## config.mk

```make
export PLATFORM = sky130hd
export DESIGN_NAME = mem_port_arbiter
export DESIGN_NICKNAME = d
export VERILOG_FILES = /design/src/rtl/mem_arb_pkg.sv /design/src/rtl/mem_arb_timer.sv /design/src/rtl/mem_port_arbiter.sv
export SDC_FILE = /design/constraint.sdc
export NUM_CORES = 1
export LEC_CHECK = 0
export CAP_MARGIN = 20
export CELL_PAD_IN_SITES_DETAIL_PLACEMENT = 2
export CELL_PAD_IN_SITES_GLOBAL_PLACEMENT = 2
export CORE_AREA = 2 2 161 163
export CTS_CLUSTER_DIAMETER = 50
export CTS_CLUSTER_SIZE = 14
export DETAILED_ROUTE_END_ITERATION = 8
export DIE_AREA = 0 0 163 165
export GPL_TIMING_DRIVEN = 1
export PLACE_DENSITY = 0.73
export SYNTH_ARGS = -nofsm -noshare
export SYNTH_HDL_FRONTEND = slang
export SYNTH_SLANG_ARGS = --single-unit
```

## constraint.sdc

```tcl
create_clock -name clk -period 1.4 [get_ports clk]
set_input_delay 0.14 -clock clk [delete_from_list [all_inputs] [get_ports clk]]
set_output_delay 0.14 -clock clk [all_outputs]
set_load 0.02 [all_outputs]
```

## src/rtl/mem_arb_pkg.sv

```systemverilog
// Shared encodings and defaults for the fetch/data memory port arbiter.
package mem_arb_pkg;

  localparam int DEF_AW = 32;
  localparam int DEF_DW = 32;

  localparam logic [1:0] ST_IDLE    = 2'd0;
  localparam logic [1:0] ST_BUSY_IF = 2'd1;
  localparam logic [1:0] ST_BUSY_DM = 2'd2;

  typedef enum logic [1:0] {
    IDLE    = ST_IDLE,
    BUSY_IF = ST_BUSY_IF,
    BUSY_DM = ST_BUSY_DM
  } state_t;

  typedef enum logic {
    OWN_IF = 1'b0,
    OWN_DM = 1'b1
  } owner_t;

  // Data wins unless fetch has already been passed over MAX_STREAK times.
  function automatic state_t arb_pick(input logic if_req, input logic dm_req,
                                      input logic streak_full);
    if (dm_req && !(if_req && streak_full)) return BUSY_DM;
    else if (if_req)                        return BUSY_IF;
    else                                    return IDLE;
  endfunction

endpackage

```

## src/rtl/mem_arb_timer.sv

```systemverilog
// Busy-cycle watchdog: reloads on grant, counts down on cycles without an
// acknowledge, and flags expiry in the last allowed busy cycle.
module mem_arb_timer #(
  parameter int TIMEOUT = 16
)(
  input  logic clk,
  input  logic rstn,
  input  logic clr,
  input  logic en,
  output logic expire
);

  localparam int TW = (TIMEOUT < 2) ? 1 : $clog2(TIMEOUT);
  localparam logic [TW-1:0] LOAD = TW'(TIMEOUT - 1);

  logic [TW-1:0] cnt;

  always_ff @(posedge clk or negedge rstn) begin
    if (!rstn)                 cnt <= LOAD;
    else if (clr)              cnt <= LOAD;
    else if (en && cnt != '0)  cnt <= cnt - 1'b1;
  end

  assign expire = (cnt == '0);

endmodule

```

## src/rtl/mem_port_arbiter.sv

```systemverilog
// Shares one single-ported memory between the fetch and data stages, holding
// the granted transaction on the port until acknowledge or timeout.
module mem_port_arbiter
  import mem_arb_pkg::*;
#(
  parameter int AW         = DEF_AW,
  parameter int DW         = DEF_DW,
  parameter int MAX_STREAK = 4,
  parameter int TIMEOUT    = 16
)(
  input  logic          clk,
  input  logic          rstn,
  input  logic          if_req,
  input  logic [AW-1:0] if_addr,
  output logic          if_ready,
  output logic [DW-1:0] if_rdata,
  input  logic          dm_req,
  input  logic          dm_we,
  input  logic [AW-1:0] dm_addr,
  input  logic [DW-1:0] dm_wdata,
  output logic          dm_ready,
  output logic [DW-1:0] dm_rdata,
  output logic          stall_if,
  output logic          stall_dm,
  output logic          mem_req,
  output logic          mem_we,
  output logic [AW-1:0] mem_addr,
  output logic [DW-1:0] mem_wdata,
  input  logic [DW-1:0] mem_rdata,
  input  logic          mem_ready,
  output logic          bus_err
);

  localparam int SW = (MAX_STREAK < 1) ? 1 : $clog2(MAX_STREAK + 1);
  localparam logic [SW-1:0] STREAK_MAX = SW'(MAX_STREAK);

  state_t        state;
  state_t        pick;
  logic [SW-1:0] streak;
  logic          streak_full;
  logic          busy;
  logic          grant;
  logic          tmo_exp;
  logic          timeout;
  logic          done;

  assign streak_full = (streak == STREAK_MAX);
  assign pick        = arb_pick(if_req, dm_req, streak_full);
  assign busy        = (state != IDLE);
  assign grant       = (state == IDLE) && (pick != IDLE);
  // A real acknowledge in the deadline cycle wins over the forced completion.
  assign timeout     = busy && tmo_exp && !mem_ready;
  assign done        = busy && (mem_ready || timeout);

  mem_arb_timer #(.TIMEOUT(TIMEOUT)) u_timer (
    .clk    (clk),
    .rstn   (rstn),
    .clr    (grant),
    .en     (busy && !mem_ready),
    .expire (tmo_exp)
  );

  assign if_ready = (state == BUSY_IF) && (mem_ready || timeout);
  assign dm_ready = (state == BUSY_DM) && (mem_ready || timeout);
  assign if_rdata = ((state == BUSY_IF) && mem_ready) ? mem_rdata : '0;
  assign dm_rdata = ((state == BUSY_DM) && mem_ready) ? mem_rdata : '0;
  assign stall_if = if_req && !if_ready;
  assign stall_dm = dm_req && !dm_ready;

  always_ff @(posedge clk or negedge rstn) begin
    if (!rstn) begin
      state     <= IDLE;
      streak    <= '0;
      bus_err   <= 1'b0;
      mem_req   <= 1'b0;
      mem_we    <= 1'b0;
      mem_addr  <= '0;
      mem_wdata <= '0;
    end else begin
      case (state)
        IDLE: begin
          if (pick == BUSY_DM) begin
            state     <= BUSY_DM;
            mem_req   <= 1'b1;
            mem_we    <= dm_we;
            mem_addr  <= dm_addr;
            mem_wdata <= dm_wdata;
            if (!if_req)          streak <= '0;
            else if (!streak_full) streak <= streak + 1'b1;
          end else if (pick == BUSY_IF) begin
            state     <= BUSY_IF;
            mem_req   <= 1'b1;
            mem_we    <= 1'b0;
            mem_addr  <= if_addr;
            mem_wdata <= '0;
            streak    <= '0;
          end
        end
        BUSY_IF, BUSY_DM: begin
          if (done) begin
            state   <= IDLE;
            mem_req <= 1'b0;
            mem_we  <= 1'b0;
          end
          if (timeout) bus_err <= 1'b1;
        end
        default: begin
          state   <= IDLE;
          mem_req <= 1'b0;
          mem_we  <= 1'b0;
        end
      endcase
    end
  end

endmodule

```

**Yosys cells after proc, flatten, opt, wreduce, memory -nomap -nowiden**

Cells that the tools add are included.

- Register bits after elaboration: 76
- Input port bits: 134
- Output and inout port bits: 135
- Word-level logic and storage cells: 74

- Add/subtract/negate cells: 2
- Equality and inequality tests: 8
- Muxes and demuxes: 25
- Reductions and logical operators: 31

Operators by type and width:

| operator | count |
|---|---|
| 32-bit two-way mux | 6 |
| 1-bit logical AND | 14 |
| 3-bit two-way mux | 4 |
| 2-bit two-way mux | 4 |
| 4-bit two-way mux | 2 |
| 2-bit nonzero test | 4 |
| 1-bit two-way mux | 6 |
| 2-bit AND reduction | 3 |
| 2-bit by 1-bit equality test with 1-bit output (second input constant) | 2 |
| 2-bit equality test (second input constant) | 2 |
| 1-bit logical NOT | 4 |
| 4-bit logical NOT | 1 |
| 1-bit case mux with 2 select lines | 2 |
| 2-bit case mux with 2 select lines | 1 |
| 4-bit nonzero test | 1 |
| 4-bit by 1-bit subtractor with 4-bit output (second input constant) | 1 |
| 3-bit by 1-bit adder with 3-bit output (second input constant) | 1 |
| 3-bit equality test (second input constant) | 1 |
| 3-bit by 1-bit != test with 1-bit output (second input constant) | 1 |
| 3-bit != test (second input constant) | 1 |
| 3-bit AND reduction | 1 |
| 2-bit logical NOT | 1 |
| 2-bit != test (second input constant) | 1 |
| 2-bit OR reduction | 1 |
| 1-bit logical OR | 1 |

**Longest topological paths before layout**

Gate-level depths: netlist of run 1.

- Depth after elaboration: 9
- Gate-level depth with buffers: 8
- Gate-level depth less buffers: 5

**Cells and area by module**

Synthesis of run 1 repeated with hierarchy kept, for this count alone.

- Cells, all modules: 465
- Area, all modules: 4169.0 um2

By module, submodules not included:

| module | times used | cells an instance | area each (um2) | sequential area each (um2) |
|---|---|---|---|---|
| mem_port_arbiter | 1 | 444 | 3945.0 | 1801.7 |
| mem_arb_timer | 1 | 21 | 224.0 | 105.1 |

**Worst setup path before layout of run 1**

Ideal clock, no wire load.

- Path type: register to output
- Start: register state[0]
- End: output stall_dm
- Data arrival time: 1525 ps
- Required time: 1260 ps
- Slack: -265 ps
- Cell stages (with the launch flop): 7
- Buffers on the path: 1
- Path through: dfrtp_1 -> inv_1 -> ha_1 -> buf_4 -> nor4b_2 -> o21a_1 -> nor2b_1

- Longest elaborated chain between the ends: 7
- Elaborated cells between the ends (all ways): 8
- Those cells by class: eq/ne: 1; reduce/logical: 7

RTL lines:

| item | line | text |
|---|---|---|
| start: declaration | mem_port_arbiter.sv:37 | `state_t state;` |
| start signal: assignment | mem_port_arbiter.sv:72 | `state <= IDLE;` |
| start signal: assignment | mem_port_arbiter.sv:83 | `state <= BUSY_DM;` |
| start signal: assignment | mem_port_arbiter.sv:91 | `state <= BUSY_IF;` |
| 2-bit nonzero test | mem_port_arbiter.sv:49 | `assign busy = (state != IDLE);` |
| 1-bit logical AND (2 in series) | mem_port_arbiter.sv:52 | `assign timeout = busy && tmo_exp && !mem_ready;` |
| 1-bit logical OR | mem_port_arbiter.sv:64 | `assign dm_ready = (state == BUSY_DM) && (mem_ready \|\| timeout);` |
| 1-bit logical AND * | mem_port_arbiter.sv:64 |  |
| named net dm_ready | mem_port_arbiter.sv:21 | `output logic dm_ready,` |
| 1-bit logical NOT * | mem_port_arbiter.sv:68 | `assign stall_dm = dm_req && !dm_ready;` |
| 1-bit logical AND * | mem_port_arbiter.sv:68 |  |
| end: declaration | mem_port_arbiter.sv:24 | `output logic stall_dm,` |

The timed path passes the listed nets; every way through them passes the cells marked *.

**Worst setup path in the final report of run 1**

- Start: register u_timer.cnt[1]
- End: output stall_dm

- Longest elaborated chain between the ends: 7

RTL lines:

| item | line | text |
|---|---|---|
| start: declaration | mem_arb_timer.sv:16 | `logic [TW-1:0] cnt;` |
| start signal: assignment | mem_arb_timer.sv:21 | `else if (en && cnt != '0) cnt <= cnt - 1'b1;` |
| 4-bit logical NOT | mem_arb_timer.sv:24 | `assign expire = (cnt == '0);` |
| 1-bit logical AND (2 in series) | mem_port_arbiter.sv:52 |  |
| 1-bit logical OR | mem_port_arbiter.sv:64 |  |
| 1-bit logical AND | mem_port_arbiter.sv:64 |  |
| 1-bit logical NOT | mem_port_arbiter.sv:68 |  |
| 1-bit logical AND | mem_port_arbiter.sv:68 |  |

Every way passes these cells.

==> results of run 1 <==
[worst max-delay path, stage by stage, from the launching register on]
cell and delay [ns]:
dfstp_2 0.56, inv_2 0.06, ha_4 0.16, nor4b_4 0.14
o21a_2 0.21, buf_6 0.12, nor2b_4 0.10, buf_6 0.13
[final timing paths]
| path | to | depth (start not counted) | from |
|---|---|---|---|
| setup / recovery | stall_dm | 7 | u_timer.cnt[1] |
| hold / removal | mem_addr[7] | 2 | rstn |
| setup reg to reg | u_timer.cnt[2] | 9 | state[1] |
| hold reg to reg | mem_wdata[11] | 2 | mem_wdata[11] |
| max in group asynchronous | u_timer.cnt[1] | 3 | rstn |
| min in group clk | mem_wdata[28] | 3 | dm_wdata[28] |
[per-layer routing]
metal,share of wire [%],global-route usage (%),vias to the layer above
met5,0,0,-
met4,0.81,3.70,0
met3,6.1,4.39,10
met2,54,31.7,170
met1,39,20.5,2562
li1,-,-,2356
[where the power goes]
group / total (W) / leakage [nW] / internal (W) / switching [W]
logic: 0.0129 / 3.52 / 0.00652 / 0.00640
registers: 0.00408 / 0.951 / 0.00319 / 0.000897
clock network: 0.00243 / 0.142 / 0.00138 / 0.00105
total: 0.0194 / 4.61 / 0.0111 / 0.00835
[area by class of cell]
| type | count | area, um2 | area share (%) |
|---|---|---|---|
| sequential | 76 | 1910 | 19.1 |
| multi-input combinational | 339 | 3110 | 31.1 |
| clock buffer | 9 | 225 | 2.25 |
| antenna | 1 | 2.50 | 0.0250 |
| clock inverter | 6 | 65.1 | 0.651 |
| inverter | 11 | 41.3 | 0.413 |
| timing repair buffer | 374 | 4240 | 42.4 |
| tap | 330 | 413 | 4.13 |
[registers in the layout, summed over array words and instances, names as in the netlist]
register,cells
mem_addr,32
mem_wdata,32
u_timer.cnt,4
streak,3
state,2
bus_err,1
mem_req,1
mem_we,1
[cell usage after synthesis, drive strengths merged]
cell type / n
buf: 18
dfstp: 4
a32o: 1
a21oi: 2
o31ai: 1
and3: 67
clkbuf: 30
nand4: 33
inv: 11
nor4b: 1
nor2b: 3
nor2: 3
a21o: 1
nor3: 1
nand2: 133
o21ba: 1
a311oi: 1
a31oi: 3
or3b: 1
o211ai: 32
o21ai: 37
o32a: 1
o21a: 3
and2: 1
nand2b: 1
dfrtp: 72
nand3: 1
ha: 7
o32ai: 1
o22ai: 3
[what timing repair did]
item,CTS,global route
gates cloned,22,3
hold buffers,1,0
pin swaps,53,62
setup buffers,34,17
endpoints found under the hold margin,20,0
setup endpoints to repair,208,144
resized for setup,644,149
[metrics by stage]
step / area (um2) / cells / util (%) / TNS [ns]
global route: 10000 / 1146 / 39.9 / -53.90
floorplan: 4250 / 474 / - / -0.109
detailed placement: 7570 / 1069 / 30.2 / -50.40
CTS: 9480 / 1141 / 37.9 / -38.61
global placement: 7570 / 1069 / 30.2 / -47.94
finish: 10000 / 1146 / 39.9 / -45.02
[cells by family after synthesis]
logic type                 Yosys count  share of synthesized area, %
and+or+nand+nor                    245                          28.9
adders and majority gates            7                          2.09
buffers and inverters               59                          6.56
DFF                                 76                          45.4
AOI/OAI and AO/OA                   87                          17.0
==> results_tabular.tex, run 1 <==
\begin{tabular}{lr}
\hline
Metric & Value \\
\hline
\multicolumn{2}{l}{\textbf{Pwr}} \\
Overall power consumption & just under 0.02 W \\
Static power due to leakage & about 4.6 nW \\
Worst voltage drop across the vdd grid & between 0.0006 and 0.0007 V \\
Cell area power density & between 1500 and 2000 mW/mm2 \\
\multicolumn{2}{l}{\textbf{Placement}} \\
Post-DP HPWL & 14,100 um \\
Post-placement setup slack & -0.562 ns \\
Placer Congestion & roughly 0.72 \\
Quantity of I/O buffers inserted on ports & 268 \\
\multicolumn{2}{l}{\textbf{Die}} \\
Core Area & 0.0250 mm2 \\
Die Ht & $\sim$170 um \\
Starting density of the core & roughly 17\% \\
Number of placement rows & just under 60 \\
Num ports & roughly 270 \\
Die W & roughly 160 um \\
DIE AREA & 0.0269 mm2 \\
\multicolumn{2}{l}{\textbf{Clock network}} \\
Total number of H-tree levels & 3 \\
Clock Root Buffer & clkbuf\_16 \\
TritonCTS clock tree & done \\
Clock Latency Late Sink & between 0.3 and 0.4 ns \\
Clock Pin Slew Worst Setup and Hold Paths & approximately 0.070 ns \\
TritonCTS Sinks & 76 \\
TritonCTS Buffers & 9 \\
CTS Buffer Depth & 2 \\
\multicolumn{2}{l}{\textbf{Routing}} \\
Wire length per cell & 21.3 um \\
Total via count in the routed design & 5,098 \\
Vias per cell & approximately 4.4 \\
Pre-antenna DRT Iters & 4 \\
Routed Wire Length & 24,400 um \\
Drt initial violations & approximately 120 \\
Residual antenna-violating net count after detailed routing & 0 \\
DRC Markers & 0 \\
\multicolumn{2}{l}{\textbf{STA}} \\
Worst-case headroom to the max-slew limit & between 70\% and 80\% \\
Max Transition Viols Final & 0 \\
Final-report hold violation count & 0 \\
Final count of negative-setup-slack endpoints & about 140 \\
Worst Skew & 0.00897 ns \\
Final critical-path required period & 1.96 ns \\
Worst hold slack & $\sim$0.26 ns \\
Worst Slack Setup Final & -0.559 ns \\
Setup repair after global routing missed its margin & yes \\
Final period utilization & 140\% \\
Worst slew pin tran & 0.442 ns \\
Max Fclk & 510 MHz \\
\multicolumn{2}{l}{\textbf{Setup path}} \\
Crit Path Class & reg2out \\
Internal reg-to-reg setup slack & -0.41 ns \\
Nature of the critical path startpoint & flip-flop \\
CP max FO & 3 \\
Data required, critical path & between 1 and 1.5 ns \\
Worst Path Arrival & about 1.8 ns \\
Endpoint kind of the worst setup timing path & output pin \\
\multicolumn{2}{l}{\textbf{Finish}} \\
Most frequent cells in the layout & clkdlybuf4s50\_1 (131), buf\_6 (92), dfrtp\_1 (72), dlygate4sd2\_1 (67), and3\_4 (63) \\
Layout cell share with drive strength beyond 1 & approximately half \\
Layout-stage area growth over the synthesis result & 138\% \\
Total number of nets in the final design & around 950 \\
Number of fillers in the final layout & roughly 2,600 \\
Leading cell type in the layout, fill and taps excluded & clkdlybuf4s50\_1 \\
\multicolumn{2}{l}{\textbf{Global routing}} \\
All-layer global routing usage & roughly 17\% \\
Congestion Overflow GR & 0 \\
Via count of the first global-routing pass & 5,745 \\
Initial antenna violation count & 1 \\
First-pass GRT wire length & around 35,000 um \\
Largest net degree at the start of global routing & 61 \\
\multicolumn{2}{l}{\textbf{Status}} \\
Violated checks & setup timing \\
Result of the run & complete, but fails checks \\
\multicolumn{2}{l}{\textbf{Yosys}} \\
Portion of the post-synthesis area used by sequential elements & 45.4\% \\
Synth warn & 0 \\
Number of flip-flops and latches in the synthesized netlist & between 70 and 80 \\
Ranking of synthesized cells by area & dfrtp\_1 (43\%), nand2\_1 (12\%), and3\_1 (10\%) \\
Cell type with the largest total area after synthesis & dfrtp\_1 \\
Number of nets in the synthesized netlist & 615 \\
Fraction of post-synthesis cell area in the top cell type by area & between 40 and 50\% \\
Synthesized area per cell & between 8 and 9 um2 \\
Netlist area before placement & about 0.0042 mm2 \\
Post-synth cell types & 35 \\
Post-Syn Instances & roughly 470 \\
\multicolumn{2}{l}{\textbf{Flow run}} \\
Number of max-cap violations & 0 \\
\multicolumn{2}{l}{\textbf{Hold path}} \\
Type of the most critical hold path & in2async \\
\hline
\end{tabular}
(Power assumes the default switching activity.)
==> run 2: changes to the inputs <==
--- a/config.mk
+++ b/config.mk
@@ -5,16 +5,15 @@
 export SDC_FILE = /design/constraint.sdc
 export NUM_CORES = 1
 export LEC_CHECK = 0
-export CAP_MARGIN = 20
 export CELL_PAD_IN_SITES_DETAIL_PLACEMENT = 2
 export CELL_PAD_IN_SITES_GLOBAL_PLACEMENT = 2
-export CORE_AREA = 2 2 161 163
+export CORE_AREA = 2 2 152 154
 export CTS_CLUSTER_DIAMETER = 50
 export CTS_CLUSTER_SIZE = 14
 export DETAILED_ROUTE_END_ITERATION = 8
-export DIE_AREA = 0 0 163 165
+export DIE_AREA = 0 0 154 156
 export GPL_TIMING_DRIVEN = 1
-export PLACE_DENSITY = 0.73
+export PLACE_DENSITY = 0.78
 export SYNTH_ARGS = -nofsm -noshare
 export SYNTH_HDL_FRONTEND = slang
 export SYNTH_SLANG_ARGS = --single-unit
==> constraint.sdc (replaced) <==
create_clock -name clk -period 2.1 [get_ports clk]
set_input_delay 0.21 -clock clk [delete_from_list [all_inputs] [get_ports clk]]
set_output_delay 0.21 -clock clk [all_outputs]
set_load 0.02 [all_outputs]
==> run 2 against run 1 <==
  * The flow now finishes without violations
  * Via count down 9.1%
  * Total power down 52%
  * Register-to-register slack better by 0.58 ns
  * Global-route usage down 1.7 points
  * Clock power down 36%
  * Cell count down 11%
  * Wire length down 22%
  * Flip-flop and latch count unchanged
  * Setup slack better by 0.64 ns
  * Clock skew down 0.0025 ns
  * Count of clock-buffer cells in the layout up 3
==> results_tabular.tex, run 2 (synthesis results as in run 1) <==
\begin{tabular}{lr}
\hline
Metric & Value \\
\hline
\multicolumn{2}{l}{\textbf{Setup path}} \\
Max incr delay on CP & 0.38 ns \\
Slowest stage cell, crit path & dfrtp\_1 \\
Largest delay contributor family on the critical path & buffers and inverters \\
Sequence of cells on the critical path & inv\_1 -> buf\_4 -> ha\_1 -> buf\_12 -> and3\_1 -> dlygate4sd2\_1 \\
Endpoint kind of the worst setup timing path & output pin \\
CP max FO & 33 \\
Origin of the worst setup path & state[1] \\
Data required, critical path & around 1.9 ns \\
Worst Reg-to-Reg Cells & 7 \\
Crit Path Class & reg2out \\
Worst Path Arrival & roughly 1.8 ns \\
Launch point of the worst reg-to-reg path & state[0] \\
Sum of buffers and inverters on the critical path & 4 \\
Nature of the critical path startpoint & flip-flop \\
Crit path depth & 6 \\
\multicolumn{2}{l}{\textbf{Die}} \\
Die W & 154 um \\
Number of placement rows & 55 \\
Num ports & $\sim$270 \\
DIE AREA & roughly 0.024 mm2 \\
Starting density of the core & around a fifth \\
Core Area & 0.0224 mm2 \\
Die Ht & 156 um \\
\multicolumn{2}{l}{\textbf{Hold path}} \\
Type of the most critical hold path & in2reg \\
Hold path cells & 3 \\
Startpoint of the worst hold path & dm\_req \\
\multicolumn{2}{l}{\textbf{Global routing}} \\
Congestion Overflow GR & 0 \\
All-layer global routing usage & 15.6\% \\
Largest net degree at the start of global routing & between 70 and 80 \\
Via count of the first global-routing pass & about 5,000 \\
First-pass GRT wire length & $\sim$29,000 um \\
Initial antenna violation count & 0 \\
\multicolumn{2}{l}{\textbf{Placement}} \\
Post-placement setup slack & -0.00949 ns \\
Quantity of I/O buffers inserted on ports & about 270 \\
Post-DP HPWL & between 10,000 and 15,000 um \\
Placer Congestion & $\sim$0.71 \\
\multicolumn{2}{l}{\textbf{Pwr}} \\
Worst voltage drop across the vdd grid & between 0.0004 and 0.0005 V \\
Overall power consumption & roughly 0.0093 W \\
Static power due to leakage & 3.45 nW \\
Cell area power density & roughly 1300 mW/mm2 \\
\multicolumn{2}{l}{\textbf{Finish}} \\
Layout-stage area growth over the synthesis result & 76.2\% \\
Most frequent cells in the layout & clkdlybuf4s50\_1 (198), nand2\_1 (133), dfrtp\_1 (72), and3\_1 (67), clkbuf\_2 (41) \\
Total number of nets in the final design & 869 \\
Area of combinational cells with multiple inputs & roughly 0.002 mm2 \\
Number of fillers in the final layout & about 2,500 \\
Combined flip-flop and latch cell area & approximately 0.0019 mm2 \\
Layout cell share with drive strength beyond 1 & 17.2\% \\
Number of antenna repair diodes & 0 \\
Share of the core filled with cells & 33.1\% \\
Largest registers & mem\_addr (32), mem\_wdata (32), u\_timer.cnt (4) \\
Leading cell type in the layout, fill and taps excluded & clkdlybuf4s50\_1 \\
\multicolumn{2}{l}{\textbf{Clock network}} \\
Total number of H-tree levels & 3 \\
TritonCTS Buffers & 9 \\
Clock Latency Late Sink & 0.34 ns \\
TritonCTS clock tree & done \\
Clock Root Buffer & clkbuf\_16 \\
TritonCTS Sinks & 76 \\
Clock Pin Slew Worst Setup and Hold Paths & about 0.070 ns \\
CTS Buffer Depth & 2 \\
\multicolumn{2}{l}{\textbf{Routing}} \\
Total via count in the routed design & around 4,600 \\
Drt initial violations & just over 100 \\
Pre-antenna DRT Iters & 4 \\
DRC Markers & 0 \\
Vias per cell & about 4.6 \\
Wire length per cell & between 15 and 20 um \\
Routed Wire Length & 19,100 um \\
Residual antenna-violating net count after detailed routing & 0 \\
\multicolumn{2}{l}{\textbf{STA}} \\
Worst slew pin tran & between 0.4 and 0.5 ns \\
Worst Skew & 0.00650 ns \\
Worst Slack Setup Final & 0.0845 ns \\
Worst-case headroom to the max-slew limit & between 60\% and 70\% \\
Final critical-path required period & 2.02 ns \\
Final-report hold violation count & 0 \\
Final period utilization & 96.0\% \\
Max Fclk & 496 MHz \\
Setup TNS & 0 ns \\
Max Transition Viols Final & 0 \\
Final count of negative-setup-slack endpoints & 0 \\
\multicolumn{2}{l}{\textbf{Status}} \\
Result of the run & finished, final reports clean \\
\multicolumn{2}{l}{\textbf{Flow run}} \\
Number of max-cap violations & 0 \\
\hline
\end{tabular}
run 2: cell types whose count changed in the layout (fill, tap and decap cells not counted), moves of 19 or more:
cell	change
nand2_4	-60
and3_1	+63
buf_6	-91
o21ai_2	-26
and3_4	-63
clkbuf_2	+41
o21ai_1	+26
nand2_1	+79
clkdlybuf4s50_1	+67
nand2_2	-19
dlygate4sd2_1	-52
buf_4	-22
run 2: what timing repair did:
item	4_1_cts	5_1_grt
buffers inserted	0	1
endpoints found under the hold margin	72	0
pin swaps	0	2
gates resized for setup	90	83
setup endpoints to repair	68	111
hold buffers	1	0
run 2: worst min-delay path: cells and delay by family:
kind | cells | cell delay (ns)
compound gates | 1 | 0.09
simple gates | 1 | 0.13
buf+inv | 1 | 0.19
run 2: power breakdown:
group	switching, W	internal (W)	total (W)
sequential	0.000374	0.00212	0.00250
clock	0.000687	0.000874	0.00156
combinational	0.00298	0.00232	0.00529
run 2: final timing paths:
path / slack [ns] / end
max: 0.08 / if_rdata[13]
min: 0.32 / mem_addr[22]
max reg2reg: 0.17 / mem_addr[19]
min reg2reg: 0.47 / bus_err
max in group asynchronous: 1.28 / u_timer.cnt[3]
min in group asynchronous: 0.44 / mem_wdata[2]
run 2: per-stage QoR:
step	hold slack [ns]	instances	area [um2]
after floorplan	-0.0856	474	4200
after global placement	0.286	1000	7290
after detailed placement	0.285	1000	7290
after CTS	0.301	1017	7530
after global routing	0.318	1018	7390
final	0.318	1018	7390
run 2: cell type report:
| class | instances | share of cell area (%) |
|---|---|---|
| Clock buffer | 12 | 3.47 |
| Sequential cell | 76 | 25.8 |
| Multi-Input combinational cell | 339 | 27.7 |
| Timing Repair Buffer | 291 | 37.2 |
| Inverter | 11 | 0.558 |
| Clock inverter | 4 | 0.440 |
| Tap cell | 285 | 4.82 |
run 2: per-layer routing:
| layer | part of all wire [%] | vias to the layer above | global-route usage, % |
|---|---|---|---|
| met4 | 0.99 | 0 | 2.80 |
| met5 | 0 | - | 0 |
| met3 | 8.8 | 12 | 6.81 |
| met2 | 48 | 179 | 27.0 |
| li1 | - | 2159 | - |
| met1 | 42 | 2282 | 18.2 |
